--- config.mk ---
export PLATFORM = sky130hd
export DESIGN_NAME = gpca_op_sequencer
export DESIGN_NICKNAME = d
export VERILOG_FILES = /design/src/rtl/gpca_op_sequencer.sv
export SDC_FILE = /design/constraint.sdc
export NUM_CORES = 1
export LEC_CHECK = 0
export ABC_AREA = 0
export ABC_CLOCK_PERIOD_IN_PS = 2120
export BUFFER_PORTS_ARGS = -buffer_cell sky130_fd_sc_hd__buf_2
export CORE_ASPECT_RATIO = 1.4
export CORE_MARGIN = 4
export CORE_UTILIZATION = 47
export DETAILED_ROUTE_END_ITERATION = 8
export PLACE_DENSITY = 0.8
export SKIP_CTS_REPAIR_TIMING = 1
export SYNTH_ARGS = -nofsm -noshare
export SYNTH_HDL_FRONTEND = slang
export SYNTH_SLANG_ARGS = --single-unit
export TNS_END_PERCENT = 1
--- constraint.sdc ---
create_clock -name clk -period 2.12 [get_ports clk]
set_input_delay 0.424 -clock clk [delete_from_list [all_inputs] [get_ports clk]]
set_output_delay 0.424 -clock clk [all_outputs]
set_load 0.03 [all_outputs]
--- src/rtl/gpca_op_sequencer.sv ---
// Command sequencer in front of the 5-row gpca array: formats one op into the
// array's X/P/A/B/C fields, holds them for the array settle time, captures F/S
// and offers the result downstream through a valid/ready handshake.
module gpca_op_sequencer #(
  parameter int ARRAY_LAT = 5,
  parameter int NP        = 5,
  parameter int NBC       = 7,
  parameter int NA        = 10,
  parameter int NS        = 11
) (
  input  logic           clk,
  input  logic           rst,
  input  logic           op_valid,
  output logic           op_ready,
  input  logic [1:0]     op_code,
  input  logic [9:0]     op_a,
  input  logic [4:0]     op_b,
  output logic           arr_x,
  output logic [NP-1:0]  arr_p,
  output logic [NA-1:0]  arr_a,
  output logic [NBC-1:0] arr_b,
  output logic [NBC-1:0] arr_c,
  input  logic [NP-1:0]  arr_f,
  input  logic [NS-1:0]  arr_s,
  output logic           res_valid,
  input  logic           res_ready,
  output logic [NP-1:0]  res_f,
  output logic [NS-1:0]  res_s,
  output logic           res_err
);

  localparam int CW = $clog2(ARRAY_LAT + 1);

  localparam logic [1:0] OP_MUL  = 2'd0;
  localparam logic [1:0] OP_SQR  = 2'd1;
  localparam logic [1:0] OP_SQRT = 2'd2;
  localparam logic [1:0] OP_DIV  = 2'd3;

  typedef enum logic [1:0] {IDLE, HOLD, CAPT, DONE} state_t;

  state_t           state_reg, state_next;
  logic [CW-1:0]    cnt_reg, cnt_next;
  logic             x_reg, x_next;
  logic [NP-1:0]    p_reg, p_next;
  logic [NA-1:0]    a_reg, a_next;
  logic [NBC-1:0]   b_reg, b_next;
  logic [NBC-1:0]   c_reg, c_next;
  logic [NP-1:0]    f_reg, f_next;
  logic [NS-1:0]    s_reg, s_next;
  logic             err_reg, err_next;

  // Operand fields for the op currently presented (only used on accept)
  logic             fmt_x;
  logic [NP-1:0]    fmt_p;
  logic [NA-1:0]    fmt_a;
  logic [NBC-1:0]   fmt_b;
  logic [NBC-1:0]   fmt_c;
  logic             div_by_zero;

  // Translate the integer op into the array's X/P/A/B/C encoding
  always_comb begin
    fmt_x = 1'b0;
    fmt_p = '0;
    fmt_a = '0;
    fmt_b = '0;
    fmt_c = '0;
    case (op_code)
      OP_MUL: begin
        fmt_p = NP'(op_b[4:0]);
        fmt_b = NBC'({op_a[2:0], 4'b0000});
        fmt_c = NBC'({op_a[2:0], 4'b0000});
      end
      OP_SQR: begin
        fmt_p = NP'(op_a[4:0]);
        fmt_b = NBC'(7'b0011111);
        fmt_c = NBC'(7'b0100000);
      end
      OP_SQRT: begin
        fmt_x = 1'b1;
        fmt_a = NA'(op_a);
        fmt_b = NBC'(7'b0011111);
        fmt_c = NBC'(7'b0100000);
      end
      default: begin
        fmt_x = 1'b1;
        fmt_a = NA'({op_a[5:0], 4'b0000});
        fmt_b = NBC'({op_b[2:0], 4'b0000});
        fmt_c = NBC'({op_b[2:0], 4'b0000});
      end
    endcase
  end

  assign div_by_zero = (op_code == OP_DIV) && (op_b[2:0] == 3'd0);

  // Next-state and datapath update for the sequencer
  always_comb begin
    state_next = state_reg;
    cnt_next   = cnt_reg;
    x_next     = x_reg;
    p_next     = p_reg;
    a_next     = a_reg;
    b_next     = b_reg;
    c_next     = c_reg;
    f_next     = f_reg;
    s_next     = s_reg;
    err_next   = err_reg;
    case (state_reg)
      IDLE: begin
        if (op_valid) begin
          if (div_by_zero) begin
            // Array is never driven; report the error straight away
            err_next   = 1'b1;
            f_next     = '0;
            s_next     = '0;
            state_next = DONE;
          end else begin
            x_next     = fmt_x;
            p_next     = fmt_p;
            a_next     = fmt_a;
            b_next     = fmt_b;
            c_next     = fmt_c;
            cnt_next   = '0;
            state_next = HOLD;
          end
        end
      end
      HOLD: begin
        if (cnt_reg == CW'(ARRAY_LAT - 1)) begin
          state_next = CAPT;
        end else begin
          cnt_next = cnt_reg + 1'b1;
        end
      end
      CAPT: begin
        f_next     = arr_f;
        s_next     = arr_s;
        err_next   = 1'b0;
        state_next = DONE;
      end
      default: begin
        if (res_ready) begin
          x_next     = 1'b0;
          p_next     = '0;
          a_next     = '0;
          b_next     = '0;
          c_next     = '0;
          state_next = IDLE;
        end
      end
    endcase
  end

  // State and datapath registers with synchronous reset
  always_ff @(posedge clk) begin
    if (rst) begin
      state_reg <= IDLE;
      cnt_reg   <= '0;
      x_reg     <= 1'b0;
      p_reg     <= '0;
      a_reg     <= '0;
      b_reg     <= '0;
      c_reg     <= '0;
      f_reg     <= '0;
      s_reg     <= '0;
      err_reg   <= 1'b0;
    end else begin
      state_reg <= state_next;
      cnt_reg   <= cnt_next;
      x_reg     <= x_next;
      p_reg     <= p_next;
      a_reg     <= a_next;
      b_reg     <= b_next;
      c_reg     <= c_next;
      f_reg     <= f_next;
      s_reg     <= s_next;
      err_reg   <= err_next;
    end
  end

  assign op_ready  = (state_reg == IDLE);
  assign res_valid = (state_reg == DONE);
  assign arr_x     = x_reg;
  assign arr_p     = p_reg;
  assign arr_a     = a_reg;
  assign arr_b     = b_reg;
  assign arr_c     = c_reg;
  assign res_f     = f_reg;
  assign res_s     = s_reg;
  assign res_err   = err_reg;

endmodule
# After elaboration in Yosys (flattened, before gate mapping)
# Index checks and enable logic that the tools add are counted.
op_classes:
  mux: 42
  n_addsub: 1
  bitwise: 1
  reduce_logical: 15
  eq_ne: 12
op_table:
  columns: ["op", "count"]
  rows:
  - ["one-hot mux 7 bit (2 select lines)", 4]
  - ["one-hot mux 10 bit (2 select lines)", 2]
  - ["2-to-1 mux 7 bit", 5]
  - ["2-to-1 mux 10 bit", 3]
  - ["one-hot mux 5 bit (2 select lines)", 3]
  - ["2-to-1 mux 5 bit", 5]
  - ["2-to-1 mux 11 bit", 2]
  - ["one-hot mux 11 bit (2 select lines)", 1]
  - ["2-to-1 mux 3 bit", 3]
  - ["equality test 2 bit, second input constant", 4]
  - ["2-to-1 mux 2 bit", 4]
  - ["!= test 2 bit, second input constant", 4]
  - ["AND reduction 4 bit", 2]
  - ["2-to-1 mux 1 bit", 6]
  - ["one-hot mux 2 bit (3 select lines)", 1]
  - ["one-hot mux 3 bit (2 select lines)", 1]
  - ["AND reduction 3 bit", 2]
  - ["nonzero test 2 bit", 3]
  - ["OR reduction 2 bit", 3]
  - ["equality test 2 x 1 -> 1 bit, second input constant", 2]
  - ["zero test 2 bit", 2]
  - ["one-hot mux 1 bit (2 select lines)", 2]
  - ["nonzero test 4 bit", 1]
  - ["adder 3 x 1 -> 3 bit, second input constant", 1]
  - ["5 further kinds", 5]
totals:
  input_bits: 37
  elab_cells: 81
  register_bits: 52
  out_inout_bits: 49

# Logic depth before layout (Yosys ltp)
# Gate-level depths: netlist (run 1).
depth:
  depth_word: 6
  depth_mapped: 9
  mapped_depth_nobuf: 6

# Worst setup path after synthesis (run 1)
# Ideal clock, no wire load.
synth_path:
  kind: "reg-to-reg"
  startpoint: "register state_reg[0]"
  endpoint: "register f_reg[0] (netlist: res_f[0])"
  slack_ns: 0.086
  t_arrival_ns: 1.975
  path_stages_with_launch: 10
  setup_ns: 0.059
  synth_period_minus_slack_ns: 2.034
  cell_sequence: "dfxtp_1 > inv_1 > ha_1 > buf_2 > inv_1 > a21oi_1 > o21ba_1 > clkbuf_1 > buf_2 > a22o_1"
synth_via:
  elab_chain_cells: 3
  elab_cells_between_ends: 7
  cone_classes: "eq/ne (3); mux (1); reduce/logical (3)"
synth_rtl:
  columns: ["element", "line_no", "text"]
  rows:
  - ["from (decl)", "41", "state_t state_reg, state_next;"]
  - ["from (signal assigned)", "167", "state_reg <= state_next;"]
  - ["zero test 2 bit *", null, null]
  - ["named net op_ready", "14", "output logic op_ready,"]
  - ["!= test 2 x 1 -> 1 bit (no source line) (tied with other cells)", null, null]
  - ["AND reduction 3 bit (no source line)", null, null]
  - ["to (signal assigned)", "174", "f_reg <= f_next;"]
  - ["to (decl)", "48", "logic [NP-1:0] f_reg, f_next;"]
# The timed path passes the listed nets; every way through them passes the cells marked *.
# A chain may end at the register's enable or synchronous reset.

# Worst setup path after layout (run 1)
layout_path:
  startpoint: "register state_reg[0]"
  endpoint: "register b_reg[3] (netlist: arr_b[3])"
layout_via:
  elab_chain_cells: 4
  elab_cells_between_ends: 10
  cone_classes: "eq/ne (4); mux (1); bitwise (1); reduce/logical (4)"
layout_rtl:
  columns: ["element", "line_no", "text"]
  rows:
  - ["equality test 2 bit / equality test 2 x 1 -> 1 bit (equally long branches)", "107", "case (state_reg)"]
  - ["OR reduction 2 bit (no source line)", null, null]
  - ["NOT 1 bit (no source line)", null, null]
  - ["AND reduction 4 bit (no source line)", null, null]
  - ["to (signal assigned)", "172", "b_reg <= b_next;"]
  - ["to (decl)", "46", "logic [NBC-1:0] b_reg, b_next;"]
# Several ways; a longest one is shown, not always the timed one.

==> flow_summary.ini, run 1 <==
[layout]
stdcell_area_sq_mm = 0.00255
fin_util_pct = 62.9
fin_cells = 349
nNetsFinal = 354
area_growth_pct = 26.5
fillers = 373
largest_reg_flops = 11
antenna_cells = 0
drive_above_1_share_pct = 33.3

[synthesis]
yosys_warnings = 0
synth_top_area_share_pct = 43.7
synth_area_leaders = dfxtp_1 (44%), a22o_1 (8.7%), ha_1 (7.4%)
async_reset_ff_share_pct = 0
yosysSeqAreaShare_pct = 43.7
synthesis.instances = 225
synth_edf_count = 0
ys_types = 34
synth_flop_cell = dfxtp_1
synth_seq_cells = 44
syn_area_sq_mm = 0.00202
synth_top_area_cell = dfxtp_1
synthesis.area_per_instance_sq_um = 8.96

[clock_tree]
tritoncts = built
cts_buffers = 5
clock_latency_ns = 0.29
htree_levels = 2
clk_path_buf_depth = 2
cts.reportedPaths.clkPinSlew_ns = 0.08
cts_sinks = 44
cts_root_buf = clkbuf_8

[die]
die_height_um = 85.5
fp.dieW_um = 63.4
rows = 27
die_area_sq_mm = 0.00542
start_util_pct = 49.8
core_sq_mm = 0.00405
ioPinCount = 86

[routing]
viasPerCell = 5.37
drc_errors = 0
first_pass_iters = 4
num_vias = 1873
ant_nets = 0
wire_per_inst_um = 13.5
wirelength_um = 4710
drtIter0Drc = 42

[critical_path]
startpoint_type = flip-flop
cp.arrival_ns = 2.04
required_ns = 2.31
worst-setup-path-type = flip-flop to flip-flop
critPathSlowestCell = dfxtp_1
r2r_start = state_reg[0]$_SDFFE_PP0P_
crit_path_start = state_reg[0]$_SDFFE_PP0P_
crit_fanout = 16
timing.rr.end = arr_b[3]$_SDFFE_PP0P_
rrSetupSlack_ns = 0.27
critPathCaptureType = flip-flop
rr_worst_depth = 7
path_common_cell = buf_4
cp_slowest_stage_delay_ns = 0.41
cp_cell_sequence = inv_1 > ha_1 > nor3b_1 > buf_4 > a211oi_4 > buf_4 > a22o_1

[timing]
maxSlewViolCount = 0
tightest_slew_ns = 0.594
fin_ws_ns = 0.267
hold_violations = 0
slew_headroom_pct = 60.3
period_needed_ns = 1.85
max_freq_mhz = 540
fin_crit_sh_pct = 87.4
rsz0062_at_grt = no
setup_violations = 0
clock_skew_ns = 0.00682

[global_route]
grt_pass1_wl_um = 7920
grt_use_total_pct = 18.1
antenna_found_initial = 0
grt_use_met3_pct = 5.24
met2_usage_pct = 30.5
grt_use_met1_pct = 20.8
grt_max_degree = 21
grt_overflow = 0
top_usage_layer = met2
grt_pass1_vias = 1774

[run]
maxCapViolations = 0

[worst_hold_path]
hold_end = res_s[0]$_SDFFE_PP0P_
hp-class = primary input to flip-flop
min_path_cells = 2
hp-start = arr_s[0]

[pwr]
total_power_mw = 2.81
ir_worst_vdd_mv = 0.595
leakagePower_nw = 1.24
power.density_mw_per_mm2 = 1100

[run_status]
status = finished, final reports clean

[place]
dp_slack_ns = -0.0919
io_buffers = 81
place_congestion = 0.802
dp.cells = 341
placed_area_sq_mm = 0.00244
dpl.hpwl_um = 3670
-- final cells by class --
cell class / count / area (sq um) / share of cell area (%)
Multi-Input combinational cell: 157 / 1010 / 39.7
Sequential cell: 44 / 881 / 34.5
Timing Repair Buffer: 89 / 465 / 18.2
Clock buffer: 6 / 72.6 / 2.84
Tap cell: 43 / 53.8 / 2.11
Clock inverter: 2 / 35.0 / 1.37
Inverter: 8 / 30.0 / 1.18
-- where the power goes --
part / internal [mW] / switching [mW]
clock: 0.349 / 0.263
sequential: 0.945 / 0.0773
combinational: 0.393 / 0.786
total: 1.69 / 1.13
-- worst max-delay path, delay by kind of cell (launching register included) --
kind,cells,cell delay (ns)
buffers and inverters,3,0.46
flip-flops,1,0.41
adder cells (fa/ha/maj),1,0.37
AO/OA/AOI/OAI,2,0.28
AND/OR/NAND/NOR,1,0.22
-- kinds of logic after synthesis --
| family | Yosys count | share of synthesized area, % |
|---|---|---|
| AOI/OAI and AO/OA | 73 | 24.9 |
| and+or+nand+nor | 67 | 16.3 |
| DFF | 44 | 43.7 |
| buffers and inverters | 27 | 6.95 |
| adders and majority gates | 12 | 7.44 |
| muxes | 1 | 0.496 |
| other | 1 | 0.186 |
-- cells in the mapped netlist (all sizes together), types with 2 or more instances --
master,instances
inv,8
a22o,20
nand2,33
a21oi,21
nand3,7
a22oi,5
nor2,10
dfxtp,44
a21o,2
nor3b,3
or3,4
ha,12
clkbuf,6
o21ai,18
buf,13
nor3,3
nand3b,2
-- stage by stage --
step | setup TNS, ns | hold slack, ns
4_1_cts | 0 | 0.339
5_1_grt | 0 | 0.340
3_5_place_dp | -1.33 | 0.439
3_3_place_gp | -0.239 | 0.431
2_1_floorplan | 0 | 0.468
6_report | 0 | 0.352
-- cell usage in the layout, fill, tap and decap left out, types with 2 or more instances in the layout --
| cell | Yosys | final |
|---|---|---|
| a21o_1 | 2 | 2 |
| a21oi_1 | 21 | 21 |
| a22o_1 | 20 | 20 |
| a22oi_1 | 5 | 5 |
| buf_2 | 4 | 81 |
| buf_4 | 9 | 8 |
| clkbuf_8 | 0 | 5 |
| conb_1 | 1 | 4 |
| dfxtp_1 | 44 | 44 |
| ha_1 | 12 | 12 |
| inv_1 | 8 | 8 |
| nand2_1 | 33 | 33 |
| nand3_1 | 7 | 7 |
| nand3b_1 | 2 | 2 |
| nor2_1 | 10 | 10 |
| nor3_1 | 2 | 2 |
| nor3b_1 | 3 | 3 |
| o21ai_0 | 6 | 6 |
| o21ai_1 | 12 | 12 |
| or3_1 | 4 | 4 |
-- how the worst max path moves through the flow --
stage / end / slack [ns] / cells after the start
after global routing: arr_a[1]$_SDFFE_PP0P_ / 0.04 / 6
final: arr_b[3]$_SDFFE_PP0P_ / 0.27 / 7
after CTS: res_f[0]$_SDFFE_PP0P_ / 0.19 / 6
after floorplan: res_f[0]$_SDFFE_PP0P_ / 0.09 / 9
after global placement: res_f[4]$_SDFFE_PP0P_ / -0.02 / 6
after detailed placement: res_s[10]$_SDFFE_PP0P_ / -0.09 / 6
-- per-layer routing --
metal / part of all wire (%) / routed length (um)
met1: 42 / 1960
met2: 48 / 2270
met3: 7.4 / 348
met4: 2.7 / 127
met5: 0 / 0
Power figures use the tool's default switching activity.
==> run 2: changes to the inputs <==
--- a/config.mk
+++ b/config.mk
@@ -18,3 +18,2 @@
 export SYNTH_HDL_FRONTEND = slang
 export SYNTH_SLANG_ARGS = --single-unit
-export TNS_END_PERCENT = 1
==> constraint.sdc (replaced) <==
create_clock -name clk -period 2.12 [get_ports clk]
set_input_delay 0.106 -clock clk [delete_from_list [all_inputs] [get_ports clk]]
set_output_delay 0.106 -clock clk [all_outputs]
set_load 0.03 [all_outputs]
==> flow_summary.ini, run 2 (synthesized netlist as in run 1, its figures left out) <==
[pwr]
power.density_mw_per_mm2 = 1130
leakagePower_nw = 1.23
ir_worst_vdd_mv = 0.636
total_power_mw = 2.86

[clock_tree]
clk_path_buf_depth = 2
cts.reportedPaths.clkPinSlew_ns = 0.08
tritoncts = built
cts_root_buf = clkbuf_8
htree_levels = 2
cts_sinks = 44
cts_buffers = 5
clock_latency_ns = 0.29

[critical_path]
crit_path_start = state_reg[0]$_SDFFE_PP0P_
critPathSlowestCell = o21ba_1
path_common_cell = inv_1
rrSetupSlack_ns = 0.20
r2r_start = state_reg[0]$_SDFFE_PP0P_
startpoint_type = flip-flop
rr_worst_depth = 6
cp.arrival_ns = 2.16
worst-setup-path-type = flip-flop to flip-flop
timing.rr.end = res_f[4]$_SDFFE_PP0P_
crit_fanout = 16
cp_cell_sequence = inv_1 > ha_1 > inv_1 > a21oi_1 > o21ba_1 > a22o_1
cp_slowest_stage_delay_ns = 0.56
required_ns = 2.36
critPathCaptureType = flip-flop

[global_route]
top_usage_layer = met2
antenna_found_initial = 0
met2_usage_pct = 31.0
grt_use_met3_pct = 3.80
grt_overflow = 0
grt_use_met1_pct = 21.1
grt_use_total_pct = 17.8
grt_max_degree = 22
grt_pass1_wl_um = 7860
grt_pass1_vias = 1748

[run_status]
status = finished, final reports clean

[run]
maxCapViolations = 0

[timing]
setup_violations = 0
clock_skew_ns = 0.00587
maxSlewViolCount = 0
hold_violations = 0
period_needed_ns = 1.92
max_freq_mhz = 521
fin_crit_sh_pct = 90.6
slew_headroom_pct = 57.2
tightest_slew_ns = 0.642
fin_ws_ns = 0.200
rsz0062_at_grt = no
tns_ns = 0

[worst_hold_path]
min_path_cells = 2
hp-start = arr_s[0]
hp-class = primary input to flip-flop
hold_end = res_s[0]$_SDFFE_PP0P_

[routing]
ant_nets = 0
num_vias = 1844
viasPerCell = 5.34
wirelength_um = 4810
wire_per_inst_um = 13.9
first_pass_iters = 4
drc_errors = 0
drtIter0Drc = 39

[die]
start_util_pct = 49.8
fp.dieW_um = 63.4
ioPinCount = 86
die_area_sq_mm = 0.00542
rows = 27
die_height_um = 85.5
core_sq_mm = 0.00405

[layout]
layout_common_cells = buf_2 (81), dfxtp_1 (44), nand2_1 (33), a21oi_1 (21), a22o_1 (20)
antenna_cells = 0
area_growth_pct = 25.7
stdcell_area_sq_mm = 0.00253
nNetsFinal = 350
drive_above_1_share_pct = 32.8
final_common_cell = buf_2
largest_reg_flops = 11

[place]
dp_slack_ns = 0.0925
dpl.hpwl_um = 3690
place_congestion = 0.819
placed_area_sq_mm = 0.00241
io_buffers = 81
-- run 2: cell count changes in the layout (fill, tap and decap cells not counted), sizes merged --
| cell | delta |
|---|---|
| buf | -4 |
-- run 2: worst max-delay path by stage --
stage,to,slack (ns),cells after the start
floorplan,res_f[0]$_SDFFE_PP0P_,0.09,9
global route,arr_a[3]$_SDFFE_PP0P_,0.03,6
detailed placement,res_f[4]$_SDFFE_PP0P_,0.09,6
CTS,res_f[4]$_SDFFE_PP0P_,0.04,6
finish,res_f[4]$_SDFFE_PP0P_,0.20,6
global placement,res_f[3]$_SDFFE_PP0P_,0.21,6
-- run 2: stage by stage --
step	std cells	hold slack, ns	util [%]
6_report	345	0.0244	62.5
5_1_grt	345	0.0227	62.5
4_1_cts	345	0.0162	62.4
3_5_place_dp	337	0.327	59.4
3_3_place_gp	337	0.323	59.4
2_1_floorplan	228	0.239	-
-- run 2: worst max-delay path, delay by kind of cell, from the launching register on --
family                   cells  cell delay (ns)
AO/OA/AOI/OAI                3             1.10
adder cells (fa/ha/maj)      1             0.19
buffers and inverters        2             0.21
flip-flops                   1             0.36
-- run 2: per-layer routing --
layer / part of all wire [%] / vias to the layer above
li1: - / 935
met1: 43 / 844
met2: 50 / 59
met3: 5.8 / 6
met4: 1.5 / 0
met5: 0 / -
-- run 2: power by group --
| group | total [mW] | internal (mW) | switching (mW) | leakage, nW |
|---|---|---|---|---|
| Sequential | 1.02 | 0.945 | 0.0778 | 0.356 |
| Combinational | 1.18 | 0.382 | 0.793 | 0.809 |
| Clock | 0.658 | 0.385 | 0.273 | 0.0614 |
-- run 2: final cells by class --
cell class                 instances  area [sq um]
fill                             372          1520
multi-input combinational        157          1010
sequential                        44           881
timing repair buffer              85           435
clock buffer                       6          82.6
tap                               43          53.8
clock inverter                     2          38.8
inverter                           8          30.0
==> run 3: changes to the inputs <==
Settings changed: CORE_MARGIN 4 to 2.
==> flow_summary.ini, run 3 (synthesized netlist as in run 1, its figures left out) <==
[timing]
tightest_slew_ns = 0.631
maxSlewViolCount = 0
fin_ws_ns = 0.251
tns_ns = 0
setup_violations = 0
max_freq_mhz = 535
whs_ns = 0.0200
rsz0062_at_grt = no
fin_crit_sh_pct = 88.2
hold_violations = 0
clock_skew_ns = 0.00607
period_needed_ns = 1.87
slew_headroom_pct = 57.9

[die]
ioPinCount = 86
start_util_pct = 48.4
rows = 28
die_height_um = 81.5
die_area_sq_mm = 0.00484
fp.dieW_um = 59.4
core_sq_mm = 0.00417

[layout]
fillers = 382
layout_common_cells = buf_2 (81), dfxtp_1 (44), nand2_1 (33), a21oi_1 (21), a22o_1 (20)
drive_above_1_share_pct = 32.2
multi_input_area_sq_mm = 0.00101
final_common_cell = buf_2
fin_util_pct = 60.4
area_growth_pct = 24.8
nNetsFinal = 349
regArea_sq_um = 881
largest_reg_flops = 11
antenna_cells = 0

[critical_path]
path_common_cell = inv_1
critPathSlowestCell = o21ba_1
startpoint_type = flip-flop
rr_worst_depth = 6
critPathCaptureType = flip-flop
crit_fanout = 16
worst-setup-path-type = flip-flop to flip-flop
required_ns = 2.36
cp.arrival_ns = 2.11
cp_slowest_stage_delay_ns = 0.55
cp_cell_sequence = inv_1 > ha_1 > inv_1 > a21oi_1 > o21ba_1 > a22o_1
cp_num_cells = 6
critPathTopFamily = compound AO/OA/AOI/OAI gates
cp_num_buf_inv = 2

[routing]
viasPerCell = 5.47
ant_nets = 0
first_pass_iters = 6
num_vias = 1891
wirelength_um = 4640
drc_errors = 0
wire_per_inst_um = 13.4
drtIter0Drc = 45

[pwr]
leakagePower_nw = 1.22
clkPwrFrac_pct = 22.2
ir_worst_vdd_mv = 0.535
seqPwrFrac_pct = 36.5
power_switching_share_pct = 40.6
power.density_mw_per_mm2 = 1110
pwr-share-comb_pct = 41.3
intPower_mw = 1.67
total_power_mw = 2.80
switchingPower_mw = 1.14

[global_route]
grt_max_degree = 22
grt_overflow = 0
grt_use_total_pct = 19.0
grt_pass1_wl_um = 7160
antenna_found_initial = 0
grt_pass1_vias = 1681

[run]
maxCapViolations = 0

[clock_tree]
cts_sinks = 44
cts.reportedPaths.clkPinSlew_ns = 0.08
htree_levels = 2
clk_path_buf_depth = 2
cts_root_buf = clkbuf_8
cts_buffers = 5
clock_latency_ns = 0.30
tritoncts = built

[run_status]
status = finished, final reports clean

[place]
dp_slack_ns = 0.110
io_buffers = 81
place_congestion = 0.828
dpl.hpwl_um = 3460

[worst_hold_path]
hp-class = primary input to flip-flop
min_path_cells = 2
[run 3: changes by cell type in the layout (fill, tap and decap cells not counted), sizes merged]
cell  change
buf       -1
[run 3: worst register-to-register path: stages, from the launching register on]
cell and delay (ns):
dfxtp_1 0.35, inv_1 0.09, ha_1 0.16, inv_1 0.10, a21oi_1 0.33, o21ba_1 0.55
a22o_1 0.23
[run 3: metal layers]
| metal | global-route usage [%] | part of all wire, % |
|---|---|---|
| met5 | 0 | 0 |
| met3 | 4.57 | 6.7 |
| met2 | 33.2 | 49 |
| met1 | 20.9 | 42 |
| met4 | 10.0 | 2.3 |
[run 3: worst paths after layout]
check / startpoint / to / slack (ns)
min reg2reg: arr_a[9]$_SDFFE_PP0P_ / arr_a[9]$_SDFFE_PP0P_ / 0.45
min: arr_f[1] / res_f[1]$_SDFFE_PP0P_ / 0.02
max reg2reg: state_reg[0]$_SDFFE_PP0P_ / res_s[6]$_SDFFE_PP0P_ / 0.25
max: state_reg[0]$_SDFFE_PP0P_ / res_s[6]$_SDFFE_PP0P_ / 0.25
[run 3: area by class of cell]
class	count	area share, %
tap	45	2.24
inverter	8	1.19
timing repair buffer	84	17.0
multi-input combinational	157	40.3
sequential	44	35.0
clock inverter	2	1.39
clock buffer	6	2.88
[run 3: power groups by stage]
stage / logic (mW) / registers (mW) / clock network [mW]
floorplan: 0.693 / 1.22 / 0
global placement: 1.13 / 1.04 / 0
detailed placement: 1.15 / 1.04 / 0
CTS: 1.16 / 1.02 / 0.638
global route: 1.27 / 1.04 / 0.661
finish: 1.16 / 1.02 / 0.624
[run 3: through the flow]
stage | cell area [sq um] | instances
2_1_floorplan | 2030 | 228
3_3_place_gp | 2400 | 338
3_5_place_dp | 2400 | 338
4_1_cts | 2510 | 346
5_1_grt | 2520 | 346
6_report | 2520 | 346
